File: config.mk
export PLATFORM = sky130hd
export DESIGN_NAME = spi_byte_fifo
export DESIGN_NICKNAME = d
export VERILOG_FILES = /design/src/rtl/spi_byte_fifo.sv
export SDC_FILE = /design/constraint.sdc
export NUM_CORES = 1
export LEC_CHECK = 0
export ABC_CLOCK_PERIOD_IN_PS = 7800
export BUFFER_PORTS_ARGS = -buffer_cell sky130_fd_sc_hd__clkbuf_2
export CAP_MARGIN = 0
export CORE_UTILIZATION = 35
export DETAILED_ROUTE_END_ITERATION = 8
export PLACE_DENSITY = 0.57
export RECOVER_POWER = 100
export SYNTH_ARGS = -nofsm -noshare
export SYNTH_HDL_FRONTEND = slang
export SYNTH_SLANG_ARGS = --single-unit
File: constraint.sdc
create_clock -name clk_in -period 7.8 [get_ports clk_in]
set_input_delay 0.39 -clock clk_in [delete_from_list [all_inputs] [get_ports clk_in]]
set_output_delay 0.39 -clock clk_in [all_outputs]
set_load 0.1 [all_outputs]
File: src/rtl/spi_byte_fifo.sv
// spi_byte_fifo: tags SPI bytes with synchronised D/C, buffers them, replays them as spaced strobes (ports: clk_in, rst_in, dc_in, byte_rdy_in, byte_data_in, flush_in, clr_ovf_in -> byte_rdy_out, byte_data_out, dc_out, level_out, overflow_out)
module spi_byte_fifo #(
  parameter int DEPTH       = 16,
  parameter int MIN_SPACING = 4
) (
  input  logic                     clk_in,
  input  logic                     rst_in,
  input  logic                     dc_in,
  input  logic                     byte_rdy_in,
  input  logic [7:0]               byte_data_in,
  input  logic                     flush_in,
  input  logic                     clr_ovf_in,
  output logic                     byte_rdy_out,
  output logic [7:0]               byte_data_out,
  output logic                     dc_out,
  output logic [$clog2(DEPTH):0]   level_out,
  output logic                     overflow_out
);
  localparam int AW = $clog2(DEPTH);
  typedef enum logic [1:0] {IDLE, EMIT, GAP} state_t;
  state_t      state_q, state_d;
  logic [AW:0] wr_ptr_q, wr_ptr_d, rd_ptr_q, rd_ptr_d, level_q, level_d;
  logic [7:0]  cnt_q, cnt_d, data_q, data_d;
  logic        dc_s1_q, dc_s2_q, dc_out_q, dc_out_d, rdy_q, rdy_d, ovf_q, ovf_d;
  logic [8:0]  mem_q [DEPTH];
  logic        empty, full, push, pop;
  assign empty = wr_ptr_q == rd_ptr_q;
  assign full  = (wr_ptr_q[AW-1:0] == rd_ptr_q[AW-1:0]) && (wr_ptr_q[AW] != rd_ptr_q[AW]);
  assign push  = byte_rdy_in && !full && !flush_in;
  assign pop   = state_q == IDLE && !empty && !flush_in;
  always_comb begin
    wr_ptr_d = wr_ptr_q + (AW+1)'(push);
    rd_ptr_d = flush_in ? wr_ptr_q : rd_ptr_q + (AW+1)'(pop);
    level_d  = wr_ptr_d - rd_ptr_d;
    ovf_d    = (byte_rdy_in && full) || (ovf_q && !clr_ovf_in);
    rdy_d    = pop;
    data_d   = pop ? mem_q[rd_ptr_q[AW-1:0]][7:0] : data_q;
    dc_out_d = pop ? mem_q[rd_ptr_q[AW-1:0]][8] : dc_out_q;
    state_d  = state_q;
    cnt_d    = cnt_q;
    case (state_q)
      IDLE: state_d = pop ? EMIT : IDLE;
      EMIT: begin
        // EMIT and the next IDLE account for two cycles of the spacing; GAP covers the rest
        state_d = (MIN_SPACING <= 2) ? IDLE : GAP;
        cnt_d   = 8'(MIN_SPACING - 2);
      end
      GAP: begin
        cnt_d   = cnt_q - 8'd1;
        state_d = (cnt_q <= 8'd1) ? IDLE : GAP;
      end
      default: state_d = IDLE;
    endcase
    if (flush_in) begin
      state_d = IDLE;
      cnt_d   = '0;
    end
  end
  always_ff @(posedge clk_in or posedge rst_in) begin
    if (rst_in) begin
      state_q  <= IDLE;
      wr_ptr_q <= '0;
      rd_ptr_q <= '0;
      level_q  <= '0;
      cnt_q    <= '0;
      data_q   <= '0;
      dc_out_q <= 1'b0;
      rdy_q    <= 1'b0;
      ovf_q    <= 1'b0;
      dc_s1_q  <= 1'b0;
      dc_s2_q  <= 1'b0;
    end else begin
      state_q  <= state_d;
      wr_ptr_q <= wr_ptr_d;
      rd_ptr_q <= rd_ptr_d;
      level_q  <= level_d;
      cnt_q    <= cnt_d;
      data_q   <= data_d;
      dc_out_q <= dc_out_d;
      rdy_q    <= rdy_d;
      ovf_q    <= ovf_d;
      dc_s1_q  <= dc_in;
      dc_s2_q  <= dc_s1_q;
    end
  end
  always_ff @(posedge clk_in) begin
    if (push) mem_q[wr_ptr_q[AW-1:0]] <= {dc_s2_q, byte_data_in};
  end
  assign byte_rdy_out  = rdy_q;
  assign byte_data_out = data_q;
  assign dc_out        = dc_out_q;
  assign level_out     = level_q;
  assign overflow_out  = ovf_q;
endmodule
# Word-level counts from Yosys, hierarchy flattened
# Memories as Yosys holds them, arrays and structs flattened. A register that Yosys moved wholly into a read port is not among the register bits.
# Index checks and enable logic that the tools add are counted.
# word_totals
register_bits,29
ram_bits,144
n_memories,1
input_bits,14
# mem_list
name,depth,word_bits,read_ports,rd_clocked_by_memory_dff,write_ports,line,text
mem_q,16,9,1,1,1,25,logic [8:0] mem_q [DEPTH];
# classes
n_eq_ne,5
n_reduce_logical,14
add_sub_neg,4
n_mux,9
magnitude_cmp,1
# op_table
op,n
8-bit case mux with 2 select lines,1
5-bit by 1-bit adder with 5-bit output,2
"8-bit by 1-bit less-or-equal comparator with 1-bit output, second input constant",1
8-bit two-way mux,1
"8-bit by 1-bit subtractor with 8-bit output, second input constant",1
1-bit logical AND,7
2-bit case mux with 3 select lines,1
5-bit equality test,1
5-bit two-way mux,1
5-bit subtractor,1
4-bit equality test,1
1-bit logical NOT,4
2-bit two-way mux,2
1-bit two-way mux,3
3-bit nonzero test,1
"2-bit by 1-bit equality test with 1-bit output, second input constant",1
"2-bit equality test, second input constant",1
2-bit logical NOT,1
1-bit logical OR,1
1-bit inequality test,1

# Logic depth before layout (Yosys ltp)
# Gate-level depths: netlist (run 1).
# depth
word_depth,7
ltp_mapped,15

# Worst setup path after synthesis (run 1)
# No wires, ideal clock.
# synth_timing
path_kind,reg-to-reg
startpoint,register rd_ptr_q[3]
endpoint,register level_q[4] (netlist: level_out[4])
slack_ps,4790
t_arrival_ps,2874
t_required_ps,7665
path_stages_with_launch,16
n_path_buf,2
cell_sequence,dfrtp_1 > clkbuf_1 > xnor2_1 > nand4_1 > o21ai_1 > buf_2 > inv_1 > ha_1 > ha_1 > mux2i_1 > inv_1 > fa_1 > inv_1 > a21o_1 > a21oi_1 > xor3_1
# synth_between
elab_chain_cells,7
elab_cells_between_ends,13
classes_between,3 x add/sub; 2 x eq/ne; 1 x mux; 7 x reduce/logical
# synth_rtl
element,line,text
start: declaration,22,"logic [AW:0] wr_ptr_q, wr_ptr_d, rd_ptr_q, rd_ptr_d, level_q, level_d;"
start signal: assignment,75,rd_ptr_q <= rd_ptr_d;
5-bit equality test,27,assign empty = wr_ptr_q == rd_ptr_q;
1-bit logical NOT,30,assign pop = state_q == IDLE && !empty && !flush_in;
1-bit logical AND (2 in series),30,
net pop,26,"logic empty, full, push, pop;"
5-bit by 1-bit adder with 5-bit output,33,rd_ptr_d = flush_in ? wr_ptr_q : rd_ptr_q + (AW+1)'(pop);
5-bit two-way mux,33,
net rd_ptr_d[1],22,
5-bit subtractor,34,level_d = wr_ptr_d - rd_ptr_d;
net level_d[4],22,
end signal: assignment,76,level_q <= level_d;
end: declaration,22,
# The timed path passes the listed nets, and every way through them passes these cells.
# A chain may end at the register's enable or synchronous reset.

# Worst setup path in the final report (run 1)
# layout_timing
startpoint,register rd_ptr_q[1]
endpoint,register level_q[4] (netlist: level_out[4])
# Same word-level chain as after synthesis.

==> results of run 1 <==
sequential cells by signal (all words and copies together), names as in the netlist:
| signal | cells |
|---|---|
| mem_q | 144 |
| state_q | 2 |
| dc_s1_q | 1 |
| dc_out | 1 |
| cnt_q | 8 |
| byte_data_out | 8 |
| dc_s2_q | 1 |
| rd_ptr_q | 5 |
| level_out | 5 |
| byte_rdy_out | 1 |
| overflow_out | 1 |
| wr_ptr_q | 5 |
worst reg2reg max path, delay by kind of cell, from the launching register on:
kind | cells | cell delay (ns)
DFF | 1 | 0.32
muxes | 1 | 0.20
and+or+nand+nor | 1 | 0.28
adders and majority gates | 3 | 0.99
xor gates and xnor gates | 2 | 0.45
buffers and inverters | 4 | 2.13
AOI/OAI and AO/OA | 3 | 0.94
final timing paths:
kind                        startpoint               end  slack [ns]  depth (start not counted)
setup / recovery           rd_ptr_q[1]      level_out[4]        2.39                         14
hold / removal                   dc_in           dc_s1_q        0.08                          1
setup reg to reg           rd_ptr_q[1]      level_out[4]        2.39                         14
hold reg to reg                dc_s1_q           dc_s2_q        0.35                          0
max in group asynchronous       rst_in       rd_ptr_q[0]        5.76                          3
min in group asynchronous       rst_in  byte_data_out[2]        0.70                          3
placed cells by master, fill, tap and decap left out, types with 10 or more instances in the layout:
| cell | instances |
|---|---|
| xnor2_1 | 11 |
| dfrtp_1 | 37 |
| mux4_2 | 36 |
| clkbuf_1 | 28 |
| nand2_1 | 19 |
| edfxtp_1 | 144 |
| a22oi_1 | 18 |
| ha_1 | 10 |
| clkbuf_16 | 19 |
| inv_1 | 19 |
| nor2_1 | 21 |
per-layer routing:
metal	GRT usage [%]	up-vias	wire, µm
li1	-	1703	-
met1	19.9	1974	7030
met2	23.6	67	7350
met3	3.13	8	517
met4	4.48	0	121
met5	0	-	0
power by group through the flow:
| stage | Clock [mW] | Sequential (mW) | Combinational (mW) |
|---|---|---|---|
| floorplan | 0 | 1.55 | 0.820 |
| global placement | 0 | 1.32 | 1.30 |
| detailed placement | 0 | 1.32 | 1.32 |
| CTS | 0.850 | 1.30 | 1.32 |
| global route | 0.887 | 1.32 | 1.41 |
| finish | 0.837 | 1.30 | 1.30 |
stage by stage:
| stage | power, mW | cell area (µm²) | hold slack (ns) | instances | utilization, % |
|---|---|---|---|---|---|
| 3_5_place_dp | 2.64 | 7840 | 0.341 | 707 | 37.3 |
| 4_1_cts | 3.48 | 8430 | 0.0643 | 739 | 40.1 |
| 6_report | 3.44 | 8370 | 0.0839 | 740 | 39.8 |
| 2_1_floorplan | 2.37 | 7490 | 0.331 | 423 | - |
| 5_1_grt | 3.61 | 8370 | 0.0748 | 739 | 39.8 |
| 3_3_place_gp | 2.62 | 7840 | 0.355 | 707 | 37.3 |
cell type report:
type	instances	area (µm²)
Clock buffer	23	510
Multi-Input combinational cell	199	1960
Antenna cell	1	2.50
Sequential cell	182	5280
Timing Repair Buffer	32	130
Tap cell	275	344
Clock inverter	9	80.1
Inverter	19	71.3
Fill cell	1900	12600
logic make-up after synthesis:
logic type	synth area share [%]
compound gates	4.65
buf+inv	3.34
simple gates	4.80
fa+ha+maj	1.94
flops	70.5
mux	12.7
xor+xnor	2.07
==> run_results.csv, run 1 <==
group,metric,value,unit
cts,clockRootBuffer,"clkbuf_16",
die,die_x,148,µm
timing,slew_headroom,-66.2,%
yosys,synth_fp_nets,448,
cts,clkTransAtPathRegs,0.06,ns
placed_design,post-place-ws,3.75,ns
global_route,grt_max_degree,40,
yosys,synth_top_area_cell,"edfxtp_1",
setup_path,critical_path.endpoint_type,"flop",
setup_path,crit_path_frequent_cell,"inv_1",
global_route,grt_pass1_wl,23.3,mm
global_route,grt_usage,14.6,%
setup_path,worstPathMaxFanout,39,
setup_path,criticalPathCategory,"flop to flop",
cells_and_area,syn2layout_area_growth,11.8,%
yosys,async_flop_share,20.9,%
setup_path,start_kind,"flop",
setup_path,critPathSlowestCell,"clkbuf_1",
timing,timing_hold_violations_final,0,
global_route,grt_overflow,0,
cts,cts_buffer_depth,2,
setup_path,cp_num_buf_inv,4,
timing,rsz0062_at_grt,"no",
die,floorplan.rows,53,
timing,setup_violations,0,
pwr,p_sw,1.31,mW
status,status,"finished, violations left",
min_path,hp-class,"input pin to flop",
cells_and_area,layout.nets,476,
die,die_area,22000,µm²
yosys,synth_seq_cells,182,
setup_path,crit_chain,"clkbuf_1 > xnor2_1 > nand4_1 > o21ai_1 > inv_1 > ha_1 > ha_1 > mux2i_1 > inv_1 > fa_1 > inv_1 > a21o_1 > a21oi_1 > xor3_1",
yosys,synthFlopType,"edfxtp_1",
yosys,synth_area,7490,µm²
pwr,seq_power_share,37.8,%
timing,fin_tns_setup,0,ns
yosys,yosysSeqAreaShare,70.5,%
pwr,p_clk_share,24.4,%
cts,clkSinkCount,182,
cts,cts_tree,"yes",
timing,slew_viol_final,119,
yosys,yosysWarnings,0,
yosys,ys_top_cells_by_area,"edfxtp_1, dfrtp_1, mux4_2, a22oi_1, ha_1",
yosys,post-synth-top-count-cell,"edfxtp_1",
timing,finalWorstPathRequiredPeriod,5.41,ns
detailed_routing,ant_nets,0,
yosys,syn-instance-count,423,
status,violations,"max-capacitance violations, max-slew violations",
pwr,p_per_area,411,nW/µm²
pwr,ir_worst_vdd,0.147,mV
pwr,p_int,2.12,mW
cts,cts_hold_buf,0,
pwr,switching_share,38.3,%
detailed_routing,first_iter_violations,276,
pwr,p_leak,2.85,nW
setup_path,slowest_delay,1.76,ns
die,io-pin-count,30,
global_route,grt_pass1_vias,3947,
pwr,comb_power_share,37.8,%
detailed_routing,num_vias,3752,
cts,htreeDepth,4,
detailed_routing,drt-vias-per-instance,5.07,
setup_path,arrival,5.70,ns
timing,tightest_slew,2.49,ns
yosys,synth.distinct_cells,47,
die,start_util,35.6,%
yosys,synth_edf_count,144,
detailed_routing,drcViolationCount,0,
yosys,avgSynthCellArea,17.7,µm²
cts,cts_buffers,17,
timing,post-route-period-util,69.4,%
cts,post_cts_buffers,0,
yosys,netlist_top_cells_count,"edfxtp_1, dfrtp_1, mux4_2",
die,die_h,148,µm
placed_design,portBuffers,29,
timing,finalClockSkew,0.0143,ns
detailed_routing,post_drt_wl_per_cell,20.3,µm
timing,layout_setup_ws,2.39,ns
detailed_routing,drt_pass1_iterations,4,
detailed_routing,wirelength,15.0,mm
flow_run,max_cap_viol_count,6,
placed_design,gp_congestion,0.759,
cts,cts_resized,0,
global_route,antenna_found_initial,1,
timing,timing.fmax,185,MHz
setup_path,critPathTopFamily,"buffers and inverters",
cts,clock_latency,0.42,ns
setup_path,crit_required,8.09,ns
cells_and_area,drive_above_1_share,18.1,%
yosys,yosys.area.top_type_share,57.8,%
die,core-area,21000,µm²
placed_design,hpwlAfterDp,9.63,mm
No activity file was read; power rests on OpenSTA's default activity.
==> inputs of run 2 (changes only) <==
--- a/config.mk
+++ b/config.mk
@@ -5,12 +5,13 @@
 export SDC_FILE = /design/constraint.sdc
 export NUM_CORES = 1
 export LEC_CHECK = 0
-export ABC_CLOCK_PERIOD_IN_PS = 7800
+export ABC_AREA = 1
+export ABC_CLOCK_PERIOD_IN_PS = 4400
 export BUFFER_PORTS_ARGS = -buffer_cell sky130_fd_sc_hd__clkbuf_2
 export CAP_MARGIN = 0
 export CORE_UTILIZATION = 35
 export DETAILED_ROUTE_END_ITERATION = 8
-export PLACE_DENSITY = 0.57
+export PLACE_DENSITY = 0.59
 export RECOVER_POWER = 100
 export SYNTH_ARGS = -nofsm -noshare
 export SYNTH_HDL_FRONTEND = slang
==> constraint.sdc (replaced) <==
create_clock -name clk_in -period 4.4 [get_ports clk_in]
set_input_delay 0.22 -clock clk_in [delete_from_list [all_inputs] [get_ports clk_in]]
set_output_delay 0.22 -clock clk_in [all_outputs]
set_load 0.1 [all_outputs]
==> run_results.csv, run 2 <==
group,metric,value,unit
status,status,"finished, violations left",
status,violations,"max-capacitance violations, max-slew violations",
cells_and_area,final_common_cell,"nand2_1",
placed_design,hpwlAfterDp,11.5,mm
cts,clockRootBuffer,"clkbuf_16",
yosys,synth_edf_count,144,
detailed_routing,ant_nets,0,
timing,finalClockSkew,0.0135,ns
placed_design,portBuffers,29,
yosys,synth_fp_nets,891,
setup_path,worstPathMaxFanout,16,
die,io-pin-count,30,
setup_path,crit_path_frequent_cell,"nand2_1",
cts,cts_buffer_depth,2,
cts,htreeDepth,4,
cts,cts_resized,0,
pwr,p_leak,4.16,nW
yosys,netlist_top_cells_count,"nand2_1, inv_1, edfxtp_1",
timing,timing.fmax,281,MHz
cts,clkSinkCount,182,
detailed_routing,first_iter_violations,392,
yosys,yosysWarnings,0,
detailed_routing,num_vias,5476,
pwr,p_per_area,672,nW/µm²
pwr,seq_power_share,36.4,%
pwr,switching_share,43.6,%
setup_path,slowest_delay,0.76,ns
yosys,yosys-mux-area-fraction,0,%
min_path,hp-class,"input pin to flop",
global_route,grt_pass1_vias,5338,
detailed_routing,post_drt_wl_per_cell,15.1,µm
setup_path,critical_path.endpoint_type,"flop",
die,core-area,23400,µm²
flow_run,max_cap_viol_count,2,
setup_path,rr_startpoint,"rd_ptr_q[1]",
global_route,grt_pass1_wl,29.2,mm
yosys,synth_top_area_cell,"edfxtp_1",
setup_path,start_kind,"flop",
setup_path,reg2reg_depth,18,
global_route,grt_max_degree,73,
yosys,yosys.area_share.simple,21.5,%
yosys,yosys.area.top_type_share,51.8,%
cells_and_area,diodes,0,
min_path,hold_depth,3,
detailed_routing,drcViolationCount,0,
yosys,synth_seq_cells,182,
setup_path,criticalPathCategory,"flop to flop",
cells_and_area,final_cell_mix,"nand2_1, inv_1, edfxtp_1, nand3_1, dfrtp_1",
yosys,syn-instance-count,866,
cells_and_area,layout.nets,918,
yosys,synthFlopType,"edfxtp_1",
yosys,yosysSeqAreaShare,63.2,%
die,floorplan.rows,56,
yosys,synth_compound_area_share,1.61,%
timing,rsz0062_at_grt,"no",
pwr,p_int,3.50,mW
timing,slew_headroom,-39.0,%
setup_path,reg2reg_slack,0.85,ns
yosys,synth_area,8340,µm²
setup_path,crit_required,4.73,ns
yosys,async_flop_share,20.9,%
cells_and_area,syn2layout_area_growth,10.7,%
global_route,grt_usage,16.2,%
yosys,synth_fa_ha_area_share,1.74,%
timing,fin_hold_ws,0.0829,ns
min_path,whs_endpoint,"overflow_out",
die,die_area,24500,µm²
placed_design,gp_congestion,0.795,
pwr,comb_power_share,40.4,%
timing,setup_violations,0,
yosys,post-synth-top-count-cell,"nand2_1",
timing,finalWorstPathRequiredPeriod,3.55,ns
global_route,grt_overflow,0,
cells_and_area,largest_reg_flops,144,
timing,timing_hold_violations_final,0,
die,die_x,156,µm
pwr,ir_worst_vdd,0.285,mV
pwr,p_clk_share,23.3,%
cells_and_area,drive_above_1_share,4.86,%
cells_and_area,n_fill_cell,2369,
cts,clkTransAtPathRegs,0.07,ns
yosys,synth.distinct_cells,32,
global_route,antenna_found_initial,0,
detailed_routing,wirelength,18.5,mm
setup_path,timing.rr.end,"level_out[4]",
detailed_routing,drt-vias-per-instance,4.47,
setup_path,arrival,3.88,ns
die,start_util,35.6,%
pwr,p_sw,2.70,mW
timing,slew_viol_final,112,
cts,cts_tree,"yes",
setup_path,critPathSlowestCell,"dfrtp_1",
yosys,avgSynthCellArea,9.63,µm²
cts,cts_buffers,17,
timing,tightest_slew,2.08,ns
min_path,min_from,"byte_rdy_in",
timing,post-route-period-util,80.7,%
yosys,synth_top_family_by_area,"simple AND/OR/NAND/NOR gates",
die,die_h,156,µm
timing,fin_tns_setup,0,ns
detailed_routing,drt_pass1_iterations,5,
yosys,ys_top_cells_by_area,"edfxtp_1, nand2_1, dfrtp_1, inv_1, nand3_1",
setup_path,crit_chain,"nand2_1 > a21oi_1 > nand3_1 > nand2_1 > inv_1 > ha_1 > ha_1 > o21ai_0 > inv_1 > fa_1 > nor2_1 > nor2_1 > inv_1 > nand2_1 > nand2_1 > nand2_1 > nand2_1 > inv_1",
cts,clock_latency,0.43,ns
yosys,synthXorXnorAreaFrac,1.46,%
==> run 2: changes by cell type in the layout (fill, tap and decap cells not counted), moves of 5 or more <==
cell      before  now
a22oi_1       18    0
nor2_1        21   30
nand3_1        4  100
mux2_2         9    0
o21ai_0        2   10
mux4_2        36    0
nand2_1       19  295
xnor2_1       11    4
inv_1         19  170
nor2b_1        5    0
nand2b_1       5    0
==> run 2: worst max-delay path, delay by kind of cell, from the launching register on <==
kind	cells	cell delay, ns
fa+ha+maj	3	0.95
compound gates	2	0.48
buf+inv	4	0.32
simple gates	9	0.95
flops	1	0.76
==> run 2: cell type report <==
class / count / area [µm²] / share of cell area, %
Clock buffer: 18 / 429 / 4.65
Clock inverter: 14 / 124 / 1.34
Inverter: 174 / 653 / 7.08
Multi-Input combinational cell: 479 / 2160 / 23.4
Sequential cell: 182 / 5280 / 57.1
Tap cell: 319 / 399 / 4.32
Timing Repair Buffer: 39 / 188 / 2.03
==> run 2: repair_timing <==
item,CTS,global route
hold buffers,3,0
endpoints found under the hold margin,40,0
setup buffers,0,0
==> run 2: kinds of logic (layout without fill, tap and decap cells) <==
kind of cell	after synthesis	after routing
and+or+nand+nor	433	433
buffers and inverters	205	245
DFF	182	182
AOI/OAI and AO/OA	22	22
xor gates and xnor gates	13	13
adders and majority gates	11	11
==> run 2: power groups by stage <==
stage               registers (mW)  logic [mW]  clock network [mW]
floorplan                     2.71        1.58                   0
global placement              2.29        2.53                   0
detailed placement            2.30        2.54                   0
CTS                           2.26        2.56                1.47
global route                  2.28        2.80                1.54
finish                        2.26        2.50                1.44
==> run 2: per-stage QoR <==
stage	area [µm²]	setup slack, ns	util, %	instances	power (mW)
2_1_floorplan	8340	1.54	-	866	4.29
3_3_place_gp	8720	1.04	37.2	1190	4.83
3_5_place_dp	8720	0.987	37.2	1190	4.84
4_1_cts	9300	0.968	39.7	1225	6.29
5_1_grt	9230	0.371	39.4	1225	6.62
6_report	9230	0.848	39.4	1225	6.20
==> run 2: per-layer routing <==
layer	vias to the layer above	GRT usage [%]	wire length, µm	part of all wire (%)
li1	2768	-	-	-
met1	2585	22.0	8760	47
met2	101	26.1	8640	47
met3	22	3.18	749	4.1
met4	0	4.95	302	1.6
met5	-	0	0	0
==> run 2: how the worst max path moves through the flow <==
stage / slack (ns) / endpoint / cells past startpoint / from
4_1_cts: 0.97 / level_out[4] / 18 / rd_ptr_q[1]
3_3_place_gp: 1.04 / level_out[4] / 18 / rd_ptr_q[1]
5_1_grt: 0.37 / level_out[4] / 18 / rd_ptr_q[1]
6_report: 0.85 / level_out[4] / 18 / rd_ptr_q[1]
2_1_floorplan: 1.54 / level_out[4] / 21 / rd_ptr_q[0]
3_5_place_dp: 0.99 / level_out[4] / 18 / rd_ptr_q[1]
